`src/rtl/cpu_sequencer.sv`:
```
// Microcode sequencer for the 8-bit SAP-style CPU.
// Ports: clk, rst_n, run, step, opcode, cf, zf in; ctrl[14:0], t_state[2:0], halted out.
module cpu_sequencer #(
  parameter int CTRL_W        = 15,
  parameter bit HALT_ON_UNDEF = 1'b0
) (
  input  logic              clk,
  input  logic              rst_n,
  input  logic              run,
  input  logic              step,
  input  logic [3:0]        opcode,
  input  logic              cf,
  input  logic              zf,
  output logic [CTRL_W-1:0] ctrl,
  output logic [2:0]        t_state,
  output logic              halted
);

  typedef enum logic [2:0] {
    T0  = 3'd0,
    T1  = 3'd1,
    T2  = 3'd2,
    T3  = 3'd3,
    T4  = 3'd4,
    T5  = 3'd5,
    HLT = 3'd7
  } state_e;

  localparam logic [CTRL_W-1:0] IDLE   = 15'h0FE3;
  localparam logic [CTRL_W-1:0] F_T0   = 15'h27E3;
  localparam logic [CTRL_W-1:0] F_T1   = 15'h4FE3;
  localparam logic [CTRL_W-1:0] F_T2   = 15'h0D63;
  localparam logic [CTRL_W-1:0] EI_LMA = 15'h07A3;
  localparam logic [CTRL_W-1:0] CE_LA  = 15'h0DC3;
  localparam logic [CTRL_W-1:0] CE_LB  = 15'h0DE1;
  localparam logic [CTRL_W-1:0] CE_LBS = 15'h0DE9;
  localparam logic [CTRL_W-1:0] EU_LA  = 15'h0FC7;
  localparam logic [CTRL_W-1:0] EU_LAS = 15'h0FCF;
  localparam logic [CTRL_W-1:0] EA_LMD = 15'h0BF3;
  localparam logic [CTRL_W-1:0] RAM_WR = 15'h0EE3;
  localparam logic [CTRL_W-1:0] EI_LA  = 15'h0F83;
  localparam logic [CTRL_W-1:0] EI_LP  = 15'h1FA3;
  localparam logic [CTRL_W-1:0] EA_LO  = 15'h0FF2;

  state_e            state_q;
  state_e            state_d;
  logic [CTRL_W-1:0] ctrl_d;
  logic              go;

  assign go = run | step;

  always_ff @(posedge clk or negedge rst_n) begin
    if (!rst_n) state_q <= T0;
    else        state_q <= state_d;
  end

  always_comb begin
    state_d = state_q;
    ctrl_d  = IDLE;
    unique case (state_q)
      T0: begin
        if (go) begin
          ctrl_d  = F_T0;
          state_d = T1;
        end
      end
      T1: begin
        ctrl_d  = F_T1;
        state_d = T2;
      end
      T2: begin
        ctrl_d  = F_T2;
        state_d = T3;
      end
      T3: begin
        state_d = T0;
        case (opcode)
          4'h0: ;
          4'h1, 4'h2, 4'h3, 4'h4: begin
            ctrl_d  = EI_LMA;
            state_d = T4;
          end
          4'h5: ctrl_d = EI_LA;
          4'h6: ctrl_d = EI_LP;
          4'h7: if (cf) ctrl_d = EI_LP;
          4'h8: if (zf) ctrl_d = EI_LP;
          4'hE: ctrl_d = EA_LO;
          4'hF: state_d = HLT;
          default: if (HALT_ON_UNDEF) state_d = HLT;
        endcase
      end
      T4: begin
        state_d = T0;
        case (opcode)
          4'h1: ctrl_d = CE_LA;
          4'h2: begin
            ctrl_d  = CE_LB;
            state_d = T5;
          end
          4'h3: begin
            ctrl_d  = CE_LBS;
            state_d = T5;
          end
          4'h4: begin
            ctrl_d  = EA_LMD;
            state_d = T5;
          end
          default: ;
        endcase
      end
      T5: begin
        state_d = T0;
        case (opcode)
          4'h2:    ctrl_d = EU_LA;
          4'h3:    ctrl_d = EU_LAS;
          4'h4:    ctrl_d = RAM_WR;
          default: ;
        endcase
      end
      HLT: state_d = HLT;
      default: state_d = T0;
    endcase
  end

  // Reset forces IDLE immediately, even mid-cycle.
  assign ctrl    = rst_n ? ctrl_d : IDLE;
  assign t_state = state_q;
  assign halted  = (state_q == HLT);

endmodule
```
`config.mk`:
```
export PLATFORM = sky130hd
export DESIGN_NAME = cpu_sequencer
export DESIGN_NICKNAME = d
export VERILOG_FILES = /design/src/rtl/cpu_sequencer.sv
export SDC_FILE = /design/constraint.sdc
export NUM_CORES = 1
export LEC_CHECK = 0
export BUFFER_PORTS_ARGS = -buffer_cell sky130_fd_sc_hd__buf_2
export CORE_MARGIN = 2
export CORE_UTILIZATION = 40
export CTS_CLUSTER_DIAMETER = 200
export DETAILED_ROUTE_END_ITERATION = 6
export PLACE_DENSITY = 0.75
export SYNTH_ARGS = -nofsm -noshare
export SYNTH_HDL_FRONTEND = slang
export SYNTH_SLANG_ARGS = --single-unit
export TNS_END_PERCENT = 30
```
`constraint.sdc`:
```
create_clock -name clk -period 2 [get_ports clk]
set_clock_uncertainty 0.15 [all_clocks]
set_input_delay 0.2 -clock clk [delete_from_list [all_inputs] [get_ports clk]]
set_output_delay 0.2 -clock clk [all_outputs]
set_load 0.01 [all_outputs]
```
* After elaboration in Yosys (flattened, before gate mapping)
Cells that the tools add are included.
Operators by class: bitwise gates (word level) 1, multiplexer cells 12, equality and inequality tests 17, reductions and logical operators 3
Operator list (number):
- $pmux W15 S6 | 1
- $pmux W13 S6 | 1
- $pmux W11 S4 | 1
- $pmux W9 S3 | 1
- $mux W13 | 2
- $pmux W3 S6 | 1
- $eq A4 B3 Y1 const B | 4
- $mux W15 | 1
- $mux W14 | 1
- $eq A4 B4 Y1 const B | 3
- $eq A3 B3 Y1 const B | 3
- $eq A4 B2 Y1 const B | 2
- $eq A3 B2 Y1 const B | 2
- $mux W3 | 2
- $pmux W3 S2 | 1
- $eq A4 B1 Y1 const B | 1
- $reduce_or A4 Y1 | 1
- $eq A3 B1 Y1 const B | 1
- $logic_not A3 Y1 | 1
- $reduce_or A3 Y1 | 1
- $ne A2 B2 Y1 const B | 1
- $or A1 B1 Y1 | 1
Storage, ports and cells: output and inout bits 19, input bits 10, bits in registers 3, logic and storage cells 34

* Logic depth before layout (Yosys ltp)
depth in word-level cells 5, gate-level depth with buffers 5, gate-level depth less buffers 4

* Worst setup path before layout
No wires, ideal clock.
path kind flip-flop to output port, start register state_q[2] (netlist: t_state[2]), end output port ctrl[6], cell stages (with the launch flop) 6, data required time 1.650 ns, setup slack 0.386 ns, buffers on the path 1, arrival time 1.264 ns, cell sequence dfrtp_1 > buf_2 > nand2b_1 > nor2_1 > o211ai_1 > a311o_1
On the way: longest elaborated chain between the ends 3, elaborated cells on any way between the ends 8, those cells by class eq/ne (5); mux (2); reduce/logical (1)
Ends and longest elaborated chain:
- start: declaration | line 45 | state_e state_q;
- start signal: assignment | line 54 | else state_q <= state_d;
- $eq A3 B3 Y1 (tied with other cells) | line 60 | unique case (state_q)
- $pmux W15 S6 * | line 60
- $mux W15 * | line 126 | assign ctrl = rst_n ? ctrl_d : IDLE;
- end: declaration | line 14 | output logic [CTRL_W-1:0] ctrl,
Every way passes the cells marked *; elsewhere a longest branch is shown, timed or not.

* Worst setup path after layout
start input port rst_n, end output port ctrl[6]
On the way: longest elaborated chain between the ends 1
Ends and longest elaborated chain:
- start: declaration | line 8 | input logic rst_n,
- $mux W15 | line 126
No other way between the ends.

==> impl_metrics.toml <==
[status]
status = "finished clean"

[worst_setup_path]
worst_ep_required_time_ns = 1.65
r2r_end = "t_state[2]$_DFFE_PN0N_"
cp.arrival_ns = 1.61
r2r_start = "t_state[1]$_DFFE_PN0N_"
end_kind = "output port"
reg2reg_slack_ns = 0.64
path_max_fanout = 3
reg2reg_depth = 4
critPathKind = "primary input to output port"
crit_path_start_kind = "primary input"
worstSetupStartpoint = "rst_n"

[die]
die_y_um = 40.3
io_pins = 29
coreArea_um2 = 1270
initial_utilization = 0.415
num_rows = 13
die_x_um = 40.3
die-area_um2 = 1620

[clock_tree]
cts.clk_slew.worst_paths_ns = 0.04
numCtsBuffers = 3
htree_levels = 1
root_buffer = "clkbuf_4"
cts_setup_buffers = 0
cts_tree = "yes"
clockBufferDepth = 2
cts.sinks = 3
clock_latency_ns = 0.23

[layout]
design_area_um2 = 711
largest_reg_flops = 3
filler_cell_count = 131
finish.utilization = 0.560
area_delta_synth_final_pct = 34.9
diodes = 0
drive_gt1_frac = 0.367
regArea_um2 = 77.6
nNetsFinal = 120
multi_input_area_um2 = 404

[logic_synthesis]
syn_inst = 81
yosysWarnings = 0
yosysUniqueCellTypes = 32
ys_seq_area_frac = 0.143
synthesis.area_um2 = 527
synth_fp_nets = 91
ys_ff_latch = 3
synth.avg_cell_area_um2 = 6.50

[detailed_routing]
antenna_left = 0
via_per_inst = 5.44
wire_per_inst_um = 12.8
drt_first_pass_iters = 4
drt_wl_total_um = 1590
num_vias = 674
drt-initial-drc-count = 21
drc_errors = 0

[grt]
busiest_layer = "met2"
grt_pass1_wl_um = 2270
grt_util_met1 = 0.281
use_met3 = 0.0222
grt_use_met2 = 0.306
antenna_found_initial = 0
overflow = 0
grt_usage = 0.215
grt_max_degree = 16
grt_pass1_vias = 525

[sta]
tightest_slew_ns = 0.371
min_period_over_period = 0.982
slew_viol_final = 0
setup_slack_ns = 0.0360
finalCriticalPeriod_ns = 1.96
timing_hold_violations_final = 0
whs_ns = 0.155
timing.fmax_mhz = 509
grt_setup_unrepaired = "yes"
finalSetupViolCount = 0
slew_headroom = 0.750

[worst_hold_path]
hp-class = "primary input to register"
hold-path-endpoint = "t_state[0]$_DFFE_PN0N_"
min-delay-start = "run"
hold_depth = 3

[placement]
dp_slack_ns = 0.273
portBuffers = 28
globalplace.congestion = 0.951
place_area_um2 = 664
dp_hpwl_um = 1180

[power_and_ir_drop]
power.density_nw_per_um2 = 897
peakVddDrop_uv = 616
p_leak_nw = 0.299
finalPower_mw = 0.638

[flow_run]
drv_cap = 0
-- logic make-up after synthesis --
group / Yosys count / share of synthesized area
buf+inv: 12 / 0.104
compound gates: 21 / 0.264
simple gates: 45 / 0.489
flops: 3 / 0.143
-- cell usage after synthesis, drive strengths merged --
cell	number	area, um2
a21oi	8	43.8
o21ai	4	20.0
a311o	1	10.0
o211a	1	10.0
buf	6	32.5
and3	1	6.26
nor3b	1	7.51
nand3	3	15.0
a21o	2	15.0
o211ai	2	15.0
nor3	8	45.0
nand2b	3	18.8
clkbuf	1	3.75
nor4b	2	32.5
nand4b	1	8.76
o2111ai	1	8.76
nand4	1	6.26
inv	4	15.0
nand2	7	26.3
clkinv	1	3.75
nand3b	1	7.51
nor4	4	25.0
nor2	9	33.8
nor2b	3	18.8
a211oi	1	7.51
dfrtp	3	75.1
o221ai	1	8.76
and2	1	6.26
-- per-layer routing --
metal,part of all wire,wire [um]
met1,0.47,750
met2,0.48,762
met3,0.031,50
met4,0.017,27
met5,0,0
-- cell usage in the layout, fill, tap and decap left out --
cell type / netlist / final
buf_2: 5 / 28
nor2_1: 9 / 9
a21oi_1: 7 / 7
nand2_1: 7 / 6
nor3_1: 7 / 6
inv_1: 4 / 4
nor4_1: 4 / 4
o21ai_0: 4 / 4
nand2b_1: 3 / 3
nor2b_1: 3 / 3
nand3_1: 3 / 3
clkbuf_4: 0 / 3
o211ai_1: 2 / 2
nor3_2: 1 / 2
a21o_1: 2 / 2
buf_4: 1 / 2
dfrtp_2: 0 / 2
nand2_2: 0 / 1
nand3b_1: 1 / 1
nor4b_1: 1 / 1
nor4b_4: 1 / 1
clkinv_1: 1 / 1
nand4_1: 1 / 1
nor3b_1: 1 / 1
a311o_1: 1 / 1
o221ai_1: 1 / 1
nand4b_1: 1 / 1
and2_1: 1 / 1
a21oi_2: 1 / 1
o211a_1: 1 / 1
and3_1: 1 / 1
o2111ai_1: 1 / 1
a211oi_1: 1 / 1
clkbuf_1: 1 / 1
dlygate4sd3_1: 0 / 1
dfrtp_1: 3 / 1
-- layout make-up --
type	instances	share of cell area
multi-input cells	66	0.569
repair buffers	31	0.232
flip-flops and latches	3	0.109
clock buffers	4	0.0370
well taps	15	0.0264
inverters	5	0.0264
-- worst max path at each step --
stage / endpoint / slack [ns] / cells past startpoint
after floorplan: ctrl[6] / 0.39 / 5
after CTS: ctrl[6] / 0.0007 / 5
after global placement: ctrl[6] / 0.31 / 5
final: ctrl[6] / 0.04 / 7
after global routing: ctrl[6] / -0.02 / 7
after detailed placement: ctrl[6] / 0.27 / 5
-- repair_timing --
item / 4_1_cts / 5_1_grt
hold buffers: 1 / 0
resized for setup: 0 / 4
hold endpoints to repair: 3 / 0
endpoints found under the setup margin: 0 / 3
-- metrics by stage --
stage          cells  TNS [ns]
2_1_floorplan     81         0
3_3_place_gp     119         0
3_5_place_dp     119         0
4_1_cts          124         0
5_1_grt          124   -0.0250
6_report         124         0
-- power by group --
| group | internal, mW | leakage (nW) | switching (mW) |
|---|---|---|---|
| clock | 0.0748 | 0.0150 | 0.0318 |
| sequential | 0.0924 | 0.0342 | 0.0600 |
| combinational | 0.149 | 0.249 | 0.230 |
| total | 0.316 | 0.299 | 0.321 |
-- critical path, stage by stage --
cell and delay, ns:
dlygate4sd3_1 0.52, buf_2 0.12, nand2b_1 0.09, nor2_1 0.11, o211ai_1 0.12, a311o_1 0.33, buf_2 0.14
Power figures use the tool's default switching activity.
